===== src/rtl/byte_word_packer_if.sv =====
// Byte-in / word-out handshake bundle for the byte_word_packer.
// master drives bytes and consumes words; slave is the packer.
interface byte_word_packer_if #(
  parameter int DEPTH = 4
) ();
  localparam int LW = $clog2(DEPTH) + 1;

  logic          in_valid;
  logic [7:0]    in_data;
  logic          in_last;
  logic          in_ready;
  logic          out_valid;
  logic [31:0]   out_data;
  logic [3:0]    out_keep;
  logic          out_last;
  logic          out_ready;
  logic [LW-1:0] fifo_level;
  logic [31:0]   byte_count;

  modport master (
    output in_valid,
    output in_data,
    output in_last,
    output out_ready,
    input  in_ready,
    input  out_valid,
    input  out_data,
    input  out_keep,
    input  out_last,
    input  fifo_level,
    input  byte_count
  );

  modport slave (
    input  in_valid,
    input  in_data,
    input  in_last,
    input  out_ready,
    output in_ready,
    output out_valid,
    output out_data,
    output out_keep,
    output out_last,
    output fifo_level,
    output byte_count
  );
endinterface


===== src/rtl/byte_word_packer.sv =====
// Packs a byte stream into 32-bit words with keep/last and
// buffers them in a first-word-fall-through FIFO.
module byte_word_packer #(
  parameter int DEPTH         = 4,
  parameter bit LITTLE_ENDIAN = 1'b1
) (
  input  logic              clk,
  input  logic              rst_n,
  byte_word_packer_if.slave io_bus
);
  localparam int AW = $clog2(DEPTH);
  localparam int LW = AW + 1;
  localparam logic [LW-1:0] FULL = LW'(DEPTH);

  logic [1:0]    r_lane;
  logic [31:0]   r_asm;
  logic [31:0]   r_data [DEPTH];
  logic [3:0]    r_keep [DEPTH];
  logic          r_last [DEPTH];
  logic [AW-1:0] r_wptr;
  logic [AW-1:0] r_rptr;
  logic [LW-1:0] r_level;
  logic [31:0]   r_count;
  logic          r_ready;

  logic          w_acc;
  logic          w_push;
  logic          w_pop;
  logic [31:0]   w_word;
  logic [3:0]    w_keep;
  logic [LW-1:0] w_level_nxt;
  logic [4:0]    w_bit;

  assign w_acc  = io_bus.in_valid & r_ready;
  assign w_push = w_acc &
                  ((r_lane == 2'd3) | io_bus.in_last);
  assign w_pop  = (r_level != '0) & io_bus.out_ready;

  // Lane 0 is always the first byte; endianness only moves it
  always_comb begin
    if (LITTLE_ENDIAN)
      w_bit = {r_lane, 3'b000};
    else
      w_bit = {~r_lane, 3'b000};
  end

  always_comb begin
    w_word = r_asm;
    w_word[w_bit +: 8] = io_bus.in_data;
  end

  always_comb begin
    w_keep = 4'b0001;
    case (r_lane)
      2'd0: w_keep = 4'b0001;
      2'd1: w_keep = 4'b0011;
      2'd2: w_keep = 4'b0111;
      2'd3: w_keep = 4'b1111;
      default: w_keep = 4'b0001;
    endcase
  end

  always_comb begin
    w_level_nxt = r_level;
    case ({w_push, w_pop})
      2'b10:   w_level_nxt = r_level + 1'b1;
      2'b01:   w_level_nxt = r_level - 1'b1;
      default: w_level_nxt = r_level;
    endcase
  end

  always_ff @(posedge clk or negedge rst_n) begin
    if (!rst_n) begin
      r_lane  <= '0;
      r_asm   <= '0;
      r_count <= '0;
    end else if (w_acc) begin
      r_count <= r_count + 32'd1;
      if (w_push) begin
        r_lane <= '0;
        r_asm  <= '0;
      end else begin
        r_lane <= r_lane + 2'd1;
        r_asm  <= w_word;
      end
    end
  end

  always_ff @(posedge clk or negedge rst_n) begin
    if (!rst_n) begin
      for (int i = 0; i < DEPTH; i++) begin
        r_data[i] <= '0;
        r_keep[i] <= '0;
        r_last[i] <= 1'b0;
      end
    end else if (w_push) begin
      r_data[r_wptr] <= w_word;
      r_keep[r_wptr] <= w_keep;
      r_last[r_wptr] <= io_bus.in_last;
    end
  end

  // Ready is precomputed from next level: no out_ready path
  always_ff @(posedge clk or negedge rst_n) begin
    if (!rst_n) begin
      r_wptr  <= '0;
      r_rptr  <= '0;
      r_level <= '0;
      r_ready <= 1'b0;
    end else begin
      if (w_push)
        r_wptr <= r_wptr + 1'b1;
      if (w_pop)
        r_rptr <= r_rptr + 1'b1;
      r_level <= w_level_nxt;
      r_ready <= (w_level_nxt != FULL);
    end
  end

  assign io_bus.in_ready   = r_ready;
  assign io_bus.out_valid  = (r_level != '0);
  assign io_bus.out_data   = r_data[r_rptr];
  assign io_bus.out_keep   = r_keep[r_rptr];
  assign io_bus.out_last   = r_last[r_rptr];
  assign io_bus.fifo_level = r_level;
  assign io_bus.byte_count = r_count;
endmodule


===== src/flat_wrapper.sv =====
// flat-port wrapper written by rule: the top's interface ports become plain ports
module byte_word_packer_flat 
#(
  parameter int DEPTH         = 4,
  parameter bit LITTLE_ENDIAN = 1'b1
)
  (clk, rst_n, io_bus_in_valid, io_bus_in_data, io_bus_in_last, io_bus_out_ready, io_bus_in_ready, io_bus_out_valid, io_bus_out_data, io_bus_out_keep, io_bus_out_last, io_bus_fifo_level, io_bus_byte_count);
  byte_word_packer_if #(.DEPTH(DEPTH)) io_bus_i ();
  input  logic clk;
  input  logic rst_n;
  input wire logic [$bits(io_bus_i.in_valid)-1:0] io_bus_in_valid;
  input wire logic [$bits(io_bus_i.in_data)-1:0] io_bus_in_data;
  input wire logic [$bits(io_bus_i.in_last)-1:0] io_bus_in_last;
  input wire logic [$bits(io_bus_i.out_ready)-1:0] io_bus_out_ready;
  output wire logic [$bits(io_bus_i.in_ready)-1:0] io_bus_in_ready;
  output wire logic [$bits(io_bus_i.out_valid)-1:0] io_bus_out_valid;
  output wire logic [$bits(io_bus_i.out_data)-1:0] io_bus_out_data;
  output wire logic [$bits(io_bus_i.out_keep)-1:0] io_bus_out_keep;
  output wire logic [$bits(io_bus_i.out_last)-1:0] io_bus_out_last;
  output wire logic [$bits(io_bus_i.fifo_level)-1:0] io_bus_fifo_level;
  output wire logic [$bits(io_bus_i.byte_count)-1:0] io_bus_byte_count;
  assign io_bus_i.in_valid = io_bus_in_valid;
  assign io_bus_i.in_data = io_bus_in_data;
  assign io_bus_i.in_last = io_bus_in_last;
  assign io_bus_i.out_ready = io_bus_out_ready;
  assign io_bus_in_ready = io_bus_i.in_ready;
  assign io_bus_out_valid = io_bus_i.out_valid;
  assign io_bus_out_data = io_bus_i.out_data;
  assign io_bus_out_keep = io_bus_i.out_keep;
  assign io_bus_out_last = io_bus_i.out_last;
  assign io_bus_fifo_level = io_bus_i.fifo_level;
  assign io_bus_byte_count = io_bus_i.byte_count;
  byte_word_packer #(.DEPTH(DEPTH), .LITTLE_ENDIAN(LITTLE_ENDIAN)) u_core (.clk(clk), .rst_n(rst_n), .io_bus(io_bus_i));
endmodule

===== config.mk =====
export PLATFORM = sky130hd
export DESIGN_NAME = byte_word_packer_flat
export DESIGN_NICKNAME = d
export VERILOG_FILES = /design/src/rtl/byte_word_packer_if.sv /design/src/rtl/byte_word_packer.sv /design/src/flat_wrapper.sv
export SDC_FILE = /design/constraint.sdc
export NUM_CORES = 1
export LEC_CHECK = 0
export CAP_MARGIN = 20
export CORE_MARGIN = 10
export CORE_UTILIZATION = 30
export CTS_CLUSTER_DIAMETER = 30
export DETAILED_ROUTE_END_ITERATION = 8
export GPL_TIMING_DRIVEN = 0
export SYNTH_ARGS = -nofsm -noshare
export SYNTH_HDL_FRONTEND = slang
export SYNTH_SLANG_ARGS = --single-unit

===== constraint.sdc =====
create_clock -name clk -period 3 [get_ports clk]
set_clock_uncertainty 0.05 [all_clocks]
set_input_delay 0.3 -clock clk [delete_from_list [all_inputs] [get_ports clk]]
set_output_delay 0.3 -clock clk [all_outputs]
set_load 0.01 [all_outputs]

# Word level (Yosys, flattened, before mapping)
# Cells that the tools add are included.
dict set report word_totals {
  reg_bits 222
  input_bits 13
  output_inout_bits 74
  wordCells 69
}
dict set report classes {
  addsub 7
  magnitude_cmp 3
  n_eq_ne 6
  shifts 2
  mux 23
  bitwise_logic 6
  reduce_logical 3
}
# cell count
set ops {}
lappend ops {{128-bit bitwise mux} 1}
lappend ops {{32-bit 2-to-1 mux} 4}
lappend ops {{32-bit binary-select mux with 2-bit select} 1}
lappend ops {{32-bit demux with 2-bit select} 1}
lappend ops {{32-bit by 1-bit adder with 32-bit output (second input constant)} 1}
lappend ops {{32-bit bitwise mux} 1}
lappend ops {{8-bit by 7-bit variable shift with 32-bit output (first input constant)} 1}
lappend ops {{8-bit by 7-bit indexed part select with 32-bit output} 1}
lappend ops {{16-bit bitwise mux} 1}
lappend ops {{4-bit one-hot mux with 4 select lines} 1}
lappend ops {{4-bit 2-to-1 mux} 3}
lappend ops {{4-bit binary-select mux with 2-bit select} 1}
lappend ops {{4-bit demux with 2-bit select} 1}
lappend ops {{5-bit negator with 7-bit output} 1}
lappend ops {{2-bit by 1-bit adder with 2-bit output (second input constant)} 3}
lappend ops {{2-bit equality test (second input constant)} 3}
lappend ops {{3-bit greater-or-equal comparator (second input constant)} 2}
lappend ops {{2-bit NOT with 3-bit output} 2}
lappend ops {{3-bit one-hot mux with 2 select lines} 1}
lappend ops {{4-bit bitwise mux} 1}
lappend ops {{2-bit by 1-bit equality test with 1-bit output (second input constant)} 2}
lappend ops {{3-bit by 1-bit adder with 3-bit output (second input constant)} 1}
lappend ops {{1-bit bitwise AND} 3}
lappend ops {{3-bit by 1-bit less-than comparator with 1-bit output (second input constant)} 1}
lappend ops {{other kinds (10)} 12}

# Logic depth before layout (Yosys ltp)
# Gate-level depths: netlist of the first run.
dict set report logic_depth {
  ltp_word 6
  depth_mapped 11
  depth_no_buf 10
}

# Worst setup path before layout of the first run
# No wires, ideal clock.
dict set report synth_timing {
  path_kind {register to register}
  start {reg u_core.r_lane[0]}
  end {reg u_core.r_ready, in the netlist u_core.io_bus.in_ready}
  arrival_ns 2.172
  required_ns 2.826
  slack_ns 0.654
  stages_incl_launch_ff 12
  n_path_buf 1
  period_less_slack_ns 2.346
  path_cell_list {dfrtp_1 ha_1 o211a_1 buf_2 inv_1 ha_1 inv_1 fa_1 xor2_1 nor2_1 xor2_1 nand2_1}
}
dict set report synth_via {
  elab_chain_cells 6
  elab_cells_between_ends 7
}
# element line_no
set synth_lines {}
lappend synth_lines {{start: declaration} byte_word_packer.sv:15} ;# logic [1:0] r_lane;
lappend synth_lines {{start signal: assignment} byte_word_packer.sv:83} ;# r_lane <= r_lane + 2'd1;
lappend synth_lines {{2-bit equality test *} byte_word_packer.sv:36} ;# ((r_lane == 2'd3) | io_bus.in_last);
lappend synth_lines {{1-bit OR *} byte_word_packer.sv:36}
lappend synth_lines {{1-bit bitwise AND *} byte_word_packer.sv:35} ;# assign w_push = w_acc &
lappend synth_lines {{2-bit by 1-bit equality test with 1-bit output or 2-bit equality test (tied branches)} byte_word_packer.sv:65} ;# case ({w_push, w_pop})
lappend synth_lines {{3-bit one-hot mux with 2 select lines *} byte_word_packer.sv:65}
lappend synth_lines {{via u_core.w_level_nxt[2]} byte_word_packer.sv:31} ;# logic [LW-1:0] w_level_nxt;
lappend synth_lines {{3-bit != test *} byte_word_packer.sv:116} ;# r_ready <= (w_level_nxt != FULL);
lappend synth_lines {{end signal: assignment} byte_word_packer.sv:116}
lappend synth_lines {{end: declaration} byte_word_packer.sv:24} ;# logic r_ready;
# Mark *: on every way through the listed nets, which the timed path passes. The rest lies on a longest branch.
# A chain may end at the register's enable or synchronous reset.

# Final worst setup path of the first run
dict set report layout_timing {
  start {reg u_core.r_rptr[0]}
  end {out io_bus_out_data[6]}
}
dict set report layout_via {
  elab_chain_cells 4
}
# element line_no
set layout_lines {}
lappend layout_lines {{start: declaration} byte_word_packer.sv:21} ;# logic [AW-1:0] r_rptr;
lappend layout_lines {{start signal: assignment} byte_word_packer.sv:114} ;# r_rptr <= r_rptr + 1'b1;
lappend layout_lines {{2-bit NOT with 3-bit output (implied by the code)} byte_word_packer.sv:122} ;# assign io_bus.out_data = r_data[r_rptr];
lappend layout_lines {{32-bit binary-select mux with 2-bit select} byte_word_packer.sv:122}
lappend layout_lines {{32-bit 2-to-1 mux (implied by the code) (2 in series)} byte_word_packer.sv:122}
lappend layout_lines {{end: declaration} flat_wrapper.sv:17} ;# output wire logic [$bits(io_bus_i.out_data)-1:0] io_bus_out_data;
# No other way between the ends. The select of a mux whose other input is x is not followed.

==> metrics.json, run 1 <==
{
  "pwr": {
    "vdd_drop_max_mv": 0.400,
    "leakagePower_nw": 5.49,
    "pwr_density_cell_nw_per_um2": 937
  },
  "yosys": {
    "synthesis.area_per_instance_um2": 11.1,
    "synth_edf_count": 0,
    "post_synth_num_cell_types": 39,
    "synth-seq-area-share": 0.574,
    "post_synth_instance_area_um2": 9680,
    "synth.ff_latch_count": 222,
    "synth_async_sr_flop_share": 1.00,
    "synth_ff_type": "sky130_fd_sc_hd__dfrtp_1",
    "synth_fp_nets": 898,
    "yosys_warnings": 0,
    "postSynthCellCount": 871
  },
  "layout": {
    "n_antenna_cell": 0,
    "fin_area_um2": 12700,
    "area_growth_syn_to_layout_pct": 31.3,
    "drive_gt1_frac": 0.153,
    "final_core_util": 0.401,
    "nets": 1035
  },
  "worst_setup_path": {
    "crit-reg2reg-launch": "u_core.r_lane[0]",
    "crit_buf_inv": 2,
    "required_ps": 2650,
    "slowest_delay_ps": 590,
    "reg2reg_to": "u_core.r_keep[7]",
    "cpMaxStageDelayCell": "sky130_fd_sc_hd__mux4_2",
    "end_kind": "output pin",
    "worst_path_dominant_cell_family": "buffers and inverters",
    "worst-setup-path-type": "flip-flop to output pin",
    "worstPathCellList": "clkdlybuf4s15_2 > mux4_2 > clkdlybuf4s50_1",
    "timing.reg2reg.worst_path_depth": 6,
    "r2r_setup_slack_ps": 290,
    "critical_path.max_fanout": 10,
    "arr_time_crit_path_ps": 2540,
    "crit_path_start_kind": "flip-flop"
  },
  "timing": {
    "tns_ps": 0,
    "period_needed_ps": 2890,
    "min_period_over_period": 0.964,
    "slew_viol_final": 0,
    "tightestPinTransition_ps": 990,
    "final-hold-violation-count": 0,
    "fmax_mhz": 346,
    "setup-violations-final": 0,
    "worst_slew_margin_rel": 0.335,
    "rsz0062_at_grt": "false"
  },
  "drt": {
    "total_number_of_vias": 7127,
    "avgRoutedWirePerCell_um": 18.4,
    "antenna_violating_nets_post_route": 0,
    "vias_per_cell": 4.92,
    "dr.pass1.iters": 5,
    "wirelength_um": 26600,
    "route.detailed.drc": 0,
    "drt_iter0_drc": 559
  },
  "placed_design": {
    "place.detailed.hpwl_um": 17500,
    "routabilityCongestion": 0.790,
    "placement.cell_area_um2": 11100,
    "portBuffers": 86
  },
  "clocking": {
    "cts_h_tree_depth": 2,
    "clkSlewWorstSetupHoldPaths_ps": 50,
    "clockRootBuffer": "sky130_fd_sc_hd__clkbuf_16",
    "cts-root-to-sink-buffers": 3,
    "cts-buffers-inserted": 47,
    "clock_sinks": 222,
    "tritoncts": "built",
    "clock_insertion_delay_worst_skew_ps": 530
  },
  "global_route": {
    "antenna_found_initial": 0,
    "first_global_vias": 7355,
    "grt_pass1_wl_um": 42500,
    "pin_count_of_the_biggest_net_entering_global_routing": 122,
    "grt.total_usage": 0.136,
    "grt.overflow.total": 0
  },
  "die": {
    "area_enclosed_by_the_die_boundary_um2": 39900,
    "die-height_um": 200,
    "top_level_ports": 87,
    "initial_core_util": 0.305,
    "die_w_um": 200,
    "core_area_um2": 31700,
    "placementRows": 65
  },
  "outcome": {
    "outcome": "completed"
  },
  "worst_hold_path": {
    "worst_hold_path_type": "input pin to asynchronous set/reset pin"
  },
  "run": {
    "drv.max_cap_violation_count": 0
  }
}
-- cell type report --
cell class                 count  area, um2
timing repair buffer          88        903
sequential                   222       5560
fill                        3033      19000
buffer                        50        238
multi-input combinational    584       3850
clock buffer                  58       1280
tap                          402        503
inverter                      15       56.3
clock inverter                29        327
-- power breakdown --
part | internal (mW) | switching (mW)
sequential | 3.60 | 0.364
clock | 3.46 | 1.68
combinational | 1.25 | 1.57
total | 8.31 | 3.61
-- registers in the layout (all words and copies together) (netlist names) --
name / cells
u_core.r_data: 128
u_core.io_bus.byte_count: 32
u_core.r_asm: 32
u_core.r_keep: 16
u_core.r_last: 4
u_core.io_bus.fifo_level: 3
u_core.r_lane: 2
u_core.r_rptr: 2
u_core.r_wptr: 2
u_core.io_bus.in_ready: 1
-- layout by cell type (no fill, tap or decap), drive strengths merged, types with 2 or more instances in the layout --
cell type	synthesis	layout
and3	2	2
xnor2	17	17
clkbuf	38	96
xor2	20	20
a21oi	32	32
and2	2	2
nor2b	32	32
nand4	9	9
nor2	9	9
dfrtp	222	222
buf	12	13
clkinv	0	12
or3	4	4
nor4b	2	2
clkdlybuf4s50	0	85
nand2b	4	4
and4	4	4
clkinvlp	0	9
nor4	9	9
or4	2	2
nand3	8	8
ha	13	13
nor3	6	6
o21ai	170	170
nand2	189	189
inv	15	18
mux2	8	8
mux4	37	37
bufinv	0	5
-- routing by layer --
layer | vias to the layer above | GRT usage | part of all wire
met3 | 38 | 0.0271 | 0.052
met1 | 3613 | 0.177 | 0.45
li1 | 3298 | - | -
met2 | 178 | 0.223 | 0.49
met4 | 0 | 0.0379 | 0.016
met5 | - | 0 | 0
-- how the worst max path moves through the flow --
stage,start,endpoint,slack (ps),cells after the start
after floorplan,u_core.r_lane[0],u_core.io_bus.in_ready,650,11
after global placement,rst_n,u_core.r_data[107],-8090,1
after detailed placement,u_core.r_rptr[1],io_bus_out_data[18],120,4
after CTS,u_core.r_rptr[0],io_bus_out_data[10],60,3
after global routing,u_core.r_rptr[0],io_bus_out_data[6],0.3,3
final,u_core.r_rptr[0],io_bus_out_data[6],110,3
-- stage by stage --
| step | instances | hold WS [ps] | total power, mW | setup WS (ps) |
|---|---|---|---|---|
| detailed placement | 1360 | 344 | 6.82 | 124 |
| CTS | 1448 | 384 | 12.0 | 55.6 |
| finish | 1448 | 324 | 11.9 | 108 |
| global placement | 1359 | 395 | 6.75 | -8090 |
| global route | 1448 | 416 | 12.5 | 0.320 |
| floorplan | 871 | -45.6 | 5.59 | 654 |
-- worst register-to-register path, delay by kind of cell, from the launching register on --
| family | cells | cell delay, ps |
|---|---|---|
| DFF | 1 | 470 |
| buffers and inverters | 2 | 710 |
| and+or+nand+nor | 1 | 320 |
| muxes | 1 | 410 |
| AOI/OAI and AO/OA | 1 | 260 |
| adders and majority gates | 1 | 370 |
-- repair_timing --
action,in CTS,in global routing
hold endpoints to repair,101,0
resized for setup,7,1
hold buffers,1,0
setup endpoints to repair,28,1
buffers inserted,0,0
-- cell usage after synthesis (all sizes together), types with 4 or more instances --
cell type	n	area [um2]
nand3	8	50.1
buf	12	75.1
o21ai	170	851
clkbuf	38	143
nor3	6	40.0
and4	4	35.0
nand2b	4	25.0
dfrtp	222	5560
xnor2	17	149
xor2	20	175
mux4	37	833
mux2	8	90.1
ha	13	163
a21oi	32	160
nand4	9	68.8
nor2	9	33.8
nand2	189	709
or3	4	30.0
inv	15	56.3
nor2b	32	200
nor4	9	109
-- cells by family (layout without fill, tap and decap cells) --
| logic type | count (synthesis) | count (layout) | share of synthesized area |
|---|---|---|---|
| xor gates and xnor gates | 37 | 37 | 0.0335 |
| adders and majority gates | 14 | 14 | 0.0189 |
| buffers and inverters | 65 | 240 | 0.0283 |
| and+or+nand+nor | 283 | 283 | 0.143 |
| muxes | 46 | 46 | 0.0964 |
| AOI/OAI and AO/OA | 204 | 204 | 0.106 |
| DFF | 222 | 222 | 0.574 |
(Power assumes the default switching activity.)
==> run 2: changes to the inputs <==
Settings changed: SKIP_LAST_GASP set to 1.
==> results of run 2 <==
Final layout, timing and power as in run 1 (identical DEF).
